`src/rtl/bridge_pkg.sv`:
```
`default_nettype none
// ============================================================================
// Module      : bridge_pkg
// Description : Shared definitions for the SRAM-to-AXI bridge channels:
//               channel state encoding, fixed AXI attribute values, channel
//               ID assignments and the SRAM-side transfer size encoding.
//               Imported by both the read and the write channel.
// Ports       : none (package)
// Revision    : 1.0 - initial release
// ============================================================================
package bridge_pkg;

  // Channel state encoding shared by the read and write channels.
  typedef enum logic [1:0] {
    ST_IDLE   = 2'd0,
    ST_SEND   = 2'd1,
    ST_WAIT_B = 2'd2
  } chan_state_e;

  // Fixed AXI attributes: single-beat INCR, normal access, no lock.
  localparam logic [1:0] C_AXI_BURST_INCR = 2'b01;
  localparam logic [7:0] C_AXI_LEN_SINGLE = 8'd0;
  localparam logic [3:0] C_AXI_CACHE_NONE = 4'd0;
  localparam logic [2:0] C_AXI_PROT_NONE  = 3'd0;
  localparam logic [1:0] C_AXI_LOCK_NONE  = 2'd0;
  localparam logic [1:0] C_AXI_RESP_OKAY  = 2'b00;

  // Transaction IDs per requester.
  localparam logic [3:0] C_ID_INST_RD = 4'd0;
  localparam logic [3:0] C_ID_DATA_RD = 4'd1;
  localparam logic [3:0] C_ID_DATA_WR = 4'd1;

  // SRAM-side size encoding (matches AXI AxSIZE low bits).
  localparam logic [1:0] C_SIZE_BYTE = 2'd0;
  localparam logic [1:0] C_SIZE_HALF = 2'd1;
  localparam logic [1:0] C_SIZE_WORD = 2'd2;

  // SRAM size to AXI AxSIZE: transfers never exceed one word.
  function automatic logic [2:0] axi_size(input logic [1:0] size);
    return {1'b0, size};
  endfunction

endpackage
`default_nettype wire

```
`src/rtl/wr_payload_reg.sv`:
```
`default_nettype none
// ============================================================================
// Module      : wr_payload_reg
// Description : Captures the address, size, byte strobes and data of an
//               accepted write request and holds them until the next accept,
//               so the AXI AW/W payload stays stable while valid is high.
// Ports       : clk, resetn (async active-low)
//               i_load              - capture enable (request accepted)
//               i_addr/i_size/i_wstrb/i_wdata - incoming request payload
//               o_addr/o_size/o_wstrb/o_wdata - held payload
// Revision    : 1.0 - initial release
// ============================================================================
module wr_payload_reg #(
  parameter int ADDR_W = 32
) (
  input  logic              clk,
  input  logic              resetn,
  input  logic              i_load,
  input  logic [ADDR_W-1:0] i_addr,
  input  logic [1:0]        i_size,
  input  logic [3:0]        i_wstrb,
  input  logic [31:0]       i_wdata,
  output logic [ADDR_W-1:0] o_addr,
  output logic [1:0]        o_size,
  output logic [3:0]        o_wstrb,
  output logic [31:0]       o_wdata
);

  logic [ADDR_W-1:0] r_addr;
  logic [1:0]        r_size;
  logic [3:0]        r_wstrb;
  logic [31:0]       r_wdata;

  always_ff @(posedge clk or negedge resetn) begin
    if (!resetn) begin
      r_addr  <= '0;
      r_size  <= '0;
      r_wstrb <= '0;
      r_wdata <= '0;
    end else if (i_load) begin
      r_addr  <= i_addr;
      r_size  <= i_size;
      r_wstrb <= i_wstrb;
      r_wdata <= i_wdata;
    end
  end

  assign o_addr  = r_addr;
  assign o_size  = r_size;
  assign o_wstrb = r_wstrb;
  assign o_wdata = r_wdata;

endmodule
`default_nettype wire

```
`src/rtl/aw_w_b_channel.sv`:
```
`default_nettype none
// ============================================================================
// Module      : aw_w_b_channel
// Description : Write channel of the SRAM-to-AXI bridge. Accepts one write
//               from the data SRAM-like port, issues a single-beat AXI write
//               (AW and W handshakes independent), waits for B and returns
//               data_ok. Exports busy/address status for read-hazard checks.
//               Optional macro AXI_WR_RESP_CHK_EN adds sticky wr_err and
//               wr_err_addr reporting of non-OKAY write responses.
// Ports       : clk, resetn (async active-low)
//               data_sram_*       - SRAM-like write request / response
//               aw*, w*, b*       - AXI write address, data, response
//               wr_busy, wr_addr  - in-flight status for the read channel
//               wr_err, wr_err_addr (AXI_WR_RESP_CHK_EN only)
// Revision    : 1.0 - initial release
// ============================================================================
module aw_w_b_channel
  import bridge_pkg::*;
#(
  parameter logic [3:0] WR_ID  = C_ID_DATA_WR,
  parameter int         ADDR_W = 32
) (
  input  logic              clk,
  input  logic              resetn,
  // SRAM-like request side
  input  logic              data_sram_req,
  input  logic              data_sram_wr,
  input  logic [1:0]        data_sram_size,
  input  logic [3:0]        data_sram_wstrb,
  input  logic [ADDR_W-1:0] data_sram_addr,
  input  logic [31:0]       data_sram_wdata,
  output logic              data_sram_addr_ok,
  output logic              data_sram_data_ok,
  // AXI AW
  output logic [3:0]        awid,
  output logic [ADDR_W-1:0] awaddr,
  output logic [7:0]        awlen,
  output logic [2:0]        awsize,
  output logic [1:0]        awburst,
  output logic [1:0]        awlock,
  output logic [3:0]        awcache,
  output logic [2:0]        awprot,
  output logic              awvalid,
  input  logic              awready,
  // AXI W
  output logic [3:0]        wid,
  output logic [31:0]       wdata,
  output logic [3:0]        wstrb,
  output logic              wlast,
  output logic              wvalid,
  input  logic              wready,
  // AXI B
  input  logic [3:0]        bid,
  input  logic [1:0]        bresp,
  input  logic              bvalid,
  output logic              bready,
`ifdef AXI_WR_RESP_CHK_EN
  output logic              wr_err,
  output logic [ADDR_W-1:0] wr_err_addr,
`endif
  // Status for the read channel
  output logic              wr_busy,
  output logic [ADDR_W-1:0] wr_addr
);

  chan_state_e r_state;
  logic        r_awvalid;
  logic        r_wvalid;
  logic        r_bready;
  logic        r_aw_done;
  logic        r_w_done;

  logic              w_b_fire;
  logic              w_accept;
  logic              w_aw_hs;
  logic              w_w_hs;
  logic              w_aw_done;
  logic              w_w_done;
  logic [ADDR_W-1:0] w_addr;
  logic [1:0]        w_size;
  logic [3:0]        w_wstrb;
  logic [31:0]       w_wdata;

  // Responses carrying another master's ID are left for their owner.
  assign w_b_fire = bvalid & r_bready & (bid == WR_ID);

  // A new write may be taken while idle, or in the very cycle the current
  // response is consumed (back-to-back). Held off while reset is asserted.
  assign w_accept = resetn & data_sram_req & data_sram_wr &
                    ((r_state == ST_IDLE) | ((r_state == ST_WAIT_B) & w_b_fire));

  assign w_aw_hs   = r_awvalid & awready;
  assign w_w_hs    = r_wvalid & wready;
  assign w_aw_done = r_aw_done | w_aw_hs;
  assign w_w_done  = r_w_done | w_w_hs;

  wr_payload_reg #(
    .ADDR_W (ADDR_W)
  ) u_payload (
    .clk     (clk),
    .resetn  (resetn),
    .i_load  (w_accept),
    .i_addr  (data_sram_addr),
    .i_size  (data_sram_size),
    .i_wstrb (data_sram_wstrb),
    .i_wdata (data_sram_wdata),
    .o_addr  (w_addr),
    .o_size  (w_size),
    .o_wstrb (w_wstrb),
    .o_wdata (w_wdata)
  );

  always_ff @(posedge clk or negedge resetn) begin
    if (!resetn) begin
      r_state   <= ST_IDLE;
      r_awvalid <= 1'b0;
      r_wvalid  <= 1'b0;
      r_bready  <= 1'b0;
      r_aw_done <= 1'b0;
      r_w_done  <= 1'b0;
    end else begin
      case (r_state)
        ST_IDLE: begin
          if (w_accept) begin
            r_state   <= ST_SEND;
            r_awvalid <= 1'b1;
            r_wvalid  <= 1'b1;
            r_aw_done <= 1'b0;
            r_w_done  <= 1'b0;
          end
        end
        ST_SEND: begin
          if (w_aw_hs) begin
            r_awvalid <= 1'b0;
            r_aw_done <= 1'b1;
          end
          if (w_w_hs) begin
            r_wvalid <= 1'b0;
            r_w_done <= 1'b1;
          end
          // Covers both handshakes landing together or in either order.
          if (w_aw_done && w_w_done) begin
            r_state  <= ST_WAIT_B;
            r_bready <= 1'b1;
          end
        end
        ST_WAIT_B: begin
          if (w_b_fire) begin
            r_bready <= 1'b0;
            if (w_accept) begin
              r_state   <= ST_SEND;
              r_awvalid <= 1'b1;
              r_wvalid  <= 1'b1;
              r_aw_done <= 1'b0;
              r_w_done  <= 1'b0;
            end else begin
              r_state <= ST_IDLE;
            end
          end
        end
        default: begin
          r_state   <= ST_IDLE;
          r_awvalid <= 1'b0;
          r_wvalid  <= 1'b0;
          r_bready  <= 1'b0;
        end
      endcase
    end
  end

  assign data_sram_addr_ok = w_accept;
  assign data_sram_data_ok = w_b_fire;

  assign awid    = WR_ID;
  assign awaddr  = w_addr;
  assign awlen   = C_AXI_LEN_SINGLE;
  assign awsize  = axi_size(w_size);
  assign awburst = C_AXI_BURST_INCR;
  assign awlock  = C_AXI_LOCK_NONE;
  assign awcache = C_AXI_CACHE_NONE;
  assign awprot  = C_AXI_PROT_NONE;
  assign awvalid = r_awvalid;

  assign wid    = WR_ID;
  assign wdata  = w_wdata;
  assign wstrb  = w_wstrb;
  assign wlast  = 1'b1;
  assign wvalid = r_wvalid;

  assign bready = r_bready;

  assign wr_busy = (r_state != ST_IDLE);
  assign wr_addr = w_addr;

`ifdef AXI_WR_RESP_CHK_EN
  logic              r_wr_err;
  logic [ADDR_W-1:0] r_wr_err_addr;

  // Sticky: only the first failing write's address is kept. w_addr still
  // holds the completing write here even if a back-to-back accept loads.
  always_ff @(posedge clk or negedge resetn) begin
    if (!resetn) begin
      r_wr_err      <= 1'b0;
      r_wr_err_addr <= '0;
    end else if (w_b_fire && (bresp != C_AXI_RESP_OKAY) && !r_wr_err) begin
      r_wr_err      <= 1'b1;
      r_wr_err_addr <= w_addr;
    end
  end

  assign wr_err      = r_wr_err;
  assign wr_err_addr = r_wr_err_addr;
`else
  logic w_unused_bresp;
  assign w_unused_bresp = ^bresp;
`endif

endmodule
`default_nettype wire
```
`config.mk`:
```
export PLATFORM = sky130hd
export DESIGN_NAME = aw_w_b_channel
export DESIGN_NICKNAME = d
export VERILOG_FILES = /design/src/rtl/bridge_pkg.sv /design/src/rtl/wr_payload_reg.sv /design/src/rtl/aw_w_b_channel.sv
export SDC_FILE = /design/constraint.sdc
export NUM_CORES = 1
export LEC_CHECK = 0
export ABC_AREA = 1
export ABC_CLOCK_PERIOD_IN_PS = 3400
export BUFFER_PORTS_ARGS = -buffer_cell sky130_fd_sc_hd__buf_2
export CAP_MARGIN = 20
export CORE_MARGIN = 5
export CORE_UTILIZATION = 30
export CTS_CLUSTER_DIAMETER = 80
export DETAILED_ROUTE_END_ITERATION = 10
export PLACE_DENSITY_LB_ADDON = 0.08
export SETUP_SLACK_MARGIN = 0.15
export SYNTH_ARGS = -nofsm -noshare
export SYNTH_HDL_FRONTEND = slang
export SYNTH_HIERARCHICAL = 1
export SYNTH_SLANG_ARGS = --single-unit
```
`constraint.sdc`:
```
create_clock -name clk -period 3.4 [get_ports clk]
set_clock_uncertainty 0.05 [all_clocks]
set_input_delay 0 -clock clk [delete_from_list [all_inputs] [get_ports clk]]
set_output_delay 0 -clock clk [all_outputs]
set_load 0.01 [all_outputs]
```
Word level (Yosys, flattened, before mapping)
Cells that the tools add are included.
W data, S select, Z words.
Word-level totals
  register bits: 77
  input port bits: 83
  word-level logic and storage cells: 64
Operators by class
  equality and inequality tests: 8
  mux-type cells: 24
  bitwise gates (word level): 12
  reduce and logical (&&, ||, !) cells: 10
Operators with widths (count)
  $mux W1: 15
  $pmux W1 S3: 5
  $reduce_and A3 Y1: 4
  $ne A2 B2 Y1 const B: 5
  $and A1 B1 Y1: 8
  $mux W2: 3
  $pmux W2 S3: 1
  $eq A4 B1 Y1 const B: 1
  $reduce_and A2 Y1: 2
  $or A1 B1 Y1: 3
  $reduce_bool A3 Y1: 1
  $eq A2 B1 Y1 const B: 1
  $eq A2 B2 Y1 const B: 1
  $logic_not A2 Y1: 1
  $reduce_bool A2 Y1: 1
  $logic_and A1 B1 Y1: 1
  $not A1 Y1: 1

Longest topological paths before layout
  word-level depth: 8
  depth in mapped cells: 11

By module
Netlist, hierarchy kept.
By module, submodules not included
  wr_payload_reg: times used 1, cells each 296, area each 2691.3 um^2, seq. area each 1751.7 um^2
  aw_w_b_channel: times used 1, cells each 114, area each 840.8 um^2, seq. area each 175.2 um^2

Least setup slack after synthesis
No wires, ideal clock.
  path type: reg-to-reg
  start point: register r_bready (netlist: bready)
  end point: register u_payload.r_addr[0] (netlist: u_payload/o_addr[0])
  library setup time: 0.117 ns
  arrival: 1.266 ns
  required time: 3.233 ns
  setup slack: 1.967 ns
  cell stages (with the launch flop): 12
  buffers on the path: 2
  path through: dfrtp_1 nand2_1 inv_1 nand3_2 nand2_1 nand2_2 inv_1 buf_6 inv_6 buf_6 nand2_1 nand2_1
On the way
  cells in the longest elaborated chain, start to end: 5
Ends and longest elaborated chain
  from (decl): line aw_w_b_channel.sv:69  | logic r_bready;
  from (signal assigned): line aw_w_b_channel.sv:118  | r_bready <= 1'b0;
  from (signal assigned): line aw_w_b_channel.sv:144  | r_bready <= 1'b1;
  from (signal assigned): line aw_w_b_channel.sv:149  | r_bready <= 1'b0;
  $and A1 B1 Y1 (2 in series): line aw_w_b_channel.sv:85  | assign w_b_fire = bvalid & r_bready & (bid == WR_ID);
  $and A1 B1 Y1: line aw_w_b_channel.sv:90  | ((r_state == ST_IDLE) | ((r_state == ST_WAIT_B) & w_b_fire));
  $or A1 B1 Y1: line aw_w_b_channel.sv:90
  $and A1 B1 Y1: line aw_w_b_channel.sv:89  | assign w_accept = resetn & data_sram_req & data_sram_wr &
  named net data_sram_addr_ok: line aw_w_b_channel.sv:32  | output logic data_sram_addr_ok,
  to (signal assigned): line wr_payload_reg.sv:41  | r_addr <= i_addr;
  to (decl): line wr_payload_reg.sv:29  | logic [ADDR_W-1:0] r_addr;
The timed path passes the listed nets, and every way through them passes these cells.
A chain may end at the register's enable or synchronous reset.

Worst setup path in the final report
  start point: input resetn
  end point: output data_sram_addr_ok
On the way
  cells in the longest elaborated chain, start to end: 3
Ends and longest elaborated chain
  from (decl): line aw_w_b_channel.sv:24  | input logic resetn,
  $and A1 B1 Y1 (3 in series): line aw_w_b_channel.sv:89
  to (decl): line aw_w_b_channel.sv:32
No other way between the ends.

==> impl_metrics.ini <==
[timing]
post-route-period-util_pct = 71.2
rsz0062_at_grt = no
whs_ns = 0.0589
finalCriticalPeriod_ns = 2.42
slew_violations = 0
hold_viol_final = 0
max_slew_margin_pct = 51.8
fmax_ghz = 0.413
tightest_slew_ns = 0.723
finalSetupTns_ns = 0
setup_viol = 0

[routing]
dr.pass1.iters = 4
vias = 3144
drc = 0
post_drt_wl_per_cell_um = 12.4
drt_iter0_markers = 100
vias_per_cell = 4.01
finalWirelength_um = 9710
detail-route-antenna-nets = 0

[worst_hold_path]
hp-class = primary input to register
hold_path_startpoint = data_sram_req

[global_route]
antenna_found_initial = 0
grt_pass1_vias = 3273
grt_start_max_net_pins = 72
grt_usage_pct = 13.7
grt_overflow_total = 0
grt_first_pass_wirelength_um = 16300

[layout]
layout_common_cells = 228 x nand2_1, 187 x buf_2, 77 x dfrtp_1
final_cells = 785
num_antenna_cells = 0
num-nets-final = 720
drive_gt1_share_pct = 33.6
final_common_cell = nand2_1
fin_util_pct = 45.8
area_delta_synth_final_pct = 48.7

[floorplan]
coreArea_sq_mm = 0.0115
die_h_um = 119
num_rows = 39
io_pins = 220
start_util_pct = 30.8
design.die.area_sq_mm = 0.0140
die_w_um = 119

[critical_path]
required_ns = 3.35
cp.arrival_ns = 2.37
reg2reg_from = bready
cp_max_fo = 71
critical_path_class = primary input to output pin
crit_path_top_delay_cell = buf_4
crit_family = buffers and inverters
endpoint_kind = output pin
slowest_delay_ns = 0.59
cp_cell_sequence = dlygate4sd3_1 > buf_4 > nand3_1 > nor2_1 > nand2_2 > inv_2 > buf_4 > buf_2
crit_start = resetn
start_kind = primary input
path_buf_inv = 5
crit_top_cell = buf_4

[placement]
io_buffers = 188
dp.cells = 694
gp_congestion = 0.708
dp_hpwl_um = 6470

[synth]
seq_area_frac_synth_pct = 54.6
postSynthAreaPerCell_sq_um = 8.61
ys_seq_elements = 77
yosysWarnings = 6
netlist_instances = 410
ys_types = 17
syn_area_sq_mm = 0.00353

[run_status]
outcome = complete, no violations

[clocking]
clkTransAtPathRegs_ns = 0.06
cts_tree = yes
htree_levels = 3
insertion_delay_ns = 0.33
root_buffer = clkbuf_16
clock_sinks = 77
cts_resized = 0
cts-buffers-inserted = 9
clock_path_buffers = 2
post_cts_buffers = 0

[job]
cap_violations = 0

[power_and_ir_drop]
p_leak_uw = 0.00307
p_total_uw = 4410
power_density_mw_per_mm2 = 840
ir_drop_mv = 0.367
-- metrics by stage --
step	worst slack, ns	area (sq um)
finish	0.978	5250
global route	0.688	5250
CTS	0.877	5250
global placement	1.35	4170
detailed placement	1.37	4170
floorplan	1.97	3630
-- synthesized netlist by cell type --
cell     instances  area share [%]
a21oi_1          2            0.28
a21oi_2          1            0.25
buf_4           68              14
buf_6            8             2.6
conb_1           2            0.21
dfrtp_1         77              55
inv_1            8            0.85
inv_2            2            0.21
inv_6            1            0.25
nand2_1        228              24
nand2_2          2            0.35
nand3_1          4            0.57
nand3_2          1            0.28
nor2_1           3            0.32
nor2_2           1            0.18
nor2_4           1            0.32
o21ai_0          1            0.14
-- final timing paths --
| path | to | slack (ns) | depth (start not counted) |
|---|---|---|---|
| setup / recovery | data_sram_addr_ok | 0.98 | 8 |
| hold / removal | r_state[0] | 0.06 | 5 |
| setup reg to reg | u_payload/o_addr[2] | 1.55 | 9 |
| hold reg to reg | u_payload/o_wdata[15] | 0.42 | 2 |
| max in group asynchronous | u_payload/o_addr[22] | 2.24 | 3 |
| min in group asynchronous | u_payload/o_addr[1] | 0.13 | 2 |
-- cells by family (layout without fill, tap and decap cells) --
family | after synthesis | in the layout | share of synthesized area, %
simple gates | 240 | 240 | 26.2
compound gates | 4 | 4 | 0.673
other cells | 2 | 29 | 0.213
buf+inv | 87 | 292 | 18.3
flops | 77 | 77 | 54.6
-- state kept, by name, summed over array words and instances (netlist names), 2 cells and up --
signal and cells:
u_payload/o_addr 32, u_payload/o_wdata 32, u_payload/o_wstrb 4, r_state 2, u_payload/o_size 2
-- area by class of cell --
| class | instances | area [sq um] |
|---|---|---|
| inverter | 11 | 46.3 |
| sequential | 77 | 1930 |
| tap | 143 | 179 |
| clock buffer | 10 | 239 |
| clock inverter | 6 | 93.8 |
| multi-input combinational | 273 | 1060 |
| timing repair buffer | 265 | 1710 |
| fill | 1154 | 6210 |
-- power by group --
group	total [uW]	internal (uW)	switching [uW]
combinational	1690	721	973
clock	1050	669	384
sequential	1660	1380	287
total	4410	2770	1640
-- worst min-delay path: stages --
cell and delay (ns):
buf_2 0.09, nand3_1 0.06, nor2_1 0.05, nand2_2 0.14, nand2_1 0.06
-- repair_timing --
item                                    4_1_cts  5_1_grt
endpoints found under the setup margin        0        0
endpoints found under the hold margin       110        0
hold buffers                                 75        0
-- per-layer routing --
| metal | wire (um) | vias to the layer above | track usage, % |
|---|---|---|---|
| li1 | - | 1584 | - |
| met1 | 4210 | 1421 | 17.2 |
| met2 | 4560 | 128 | 23.0 |
| met3 | 820 | 11 | 4.30 |
| met4 | 109 | 0 | 3.83 |
| met5 | 0 | - | 0 |
Power figures use the tool's default switching activity.
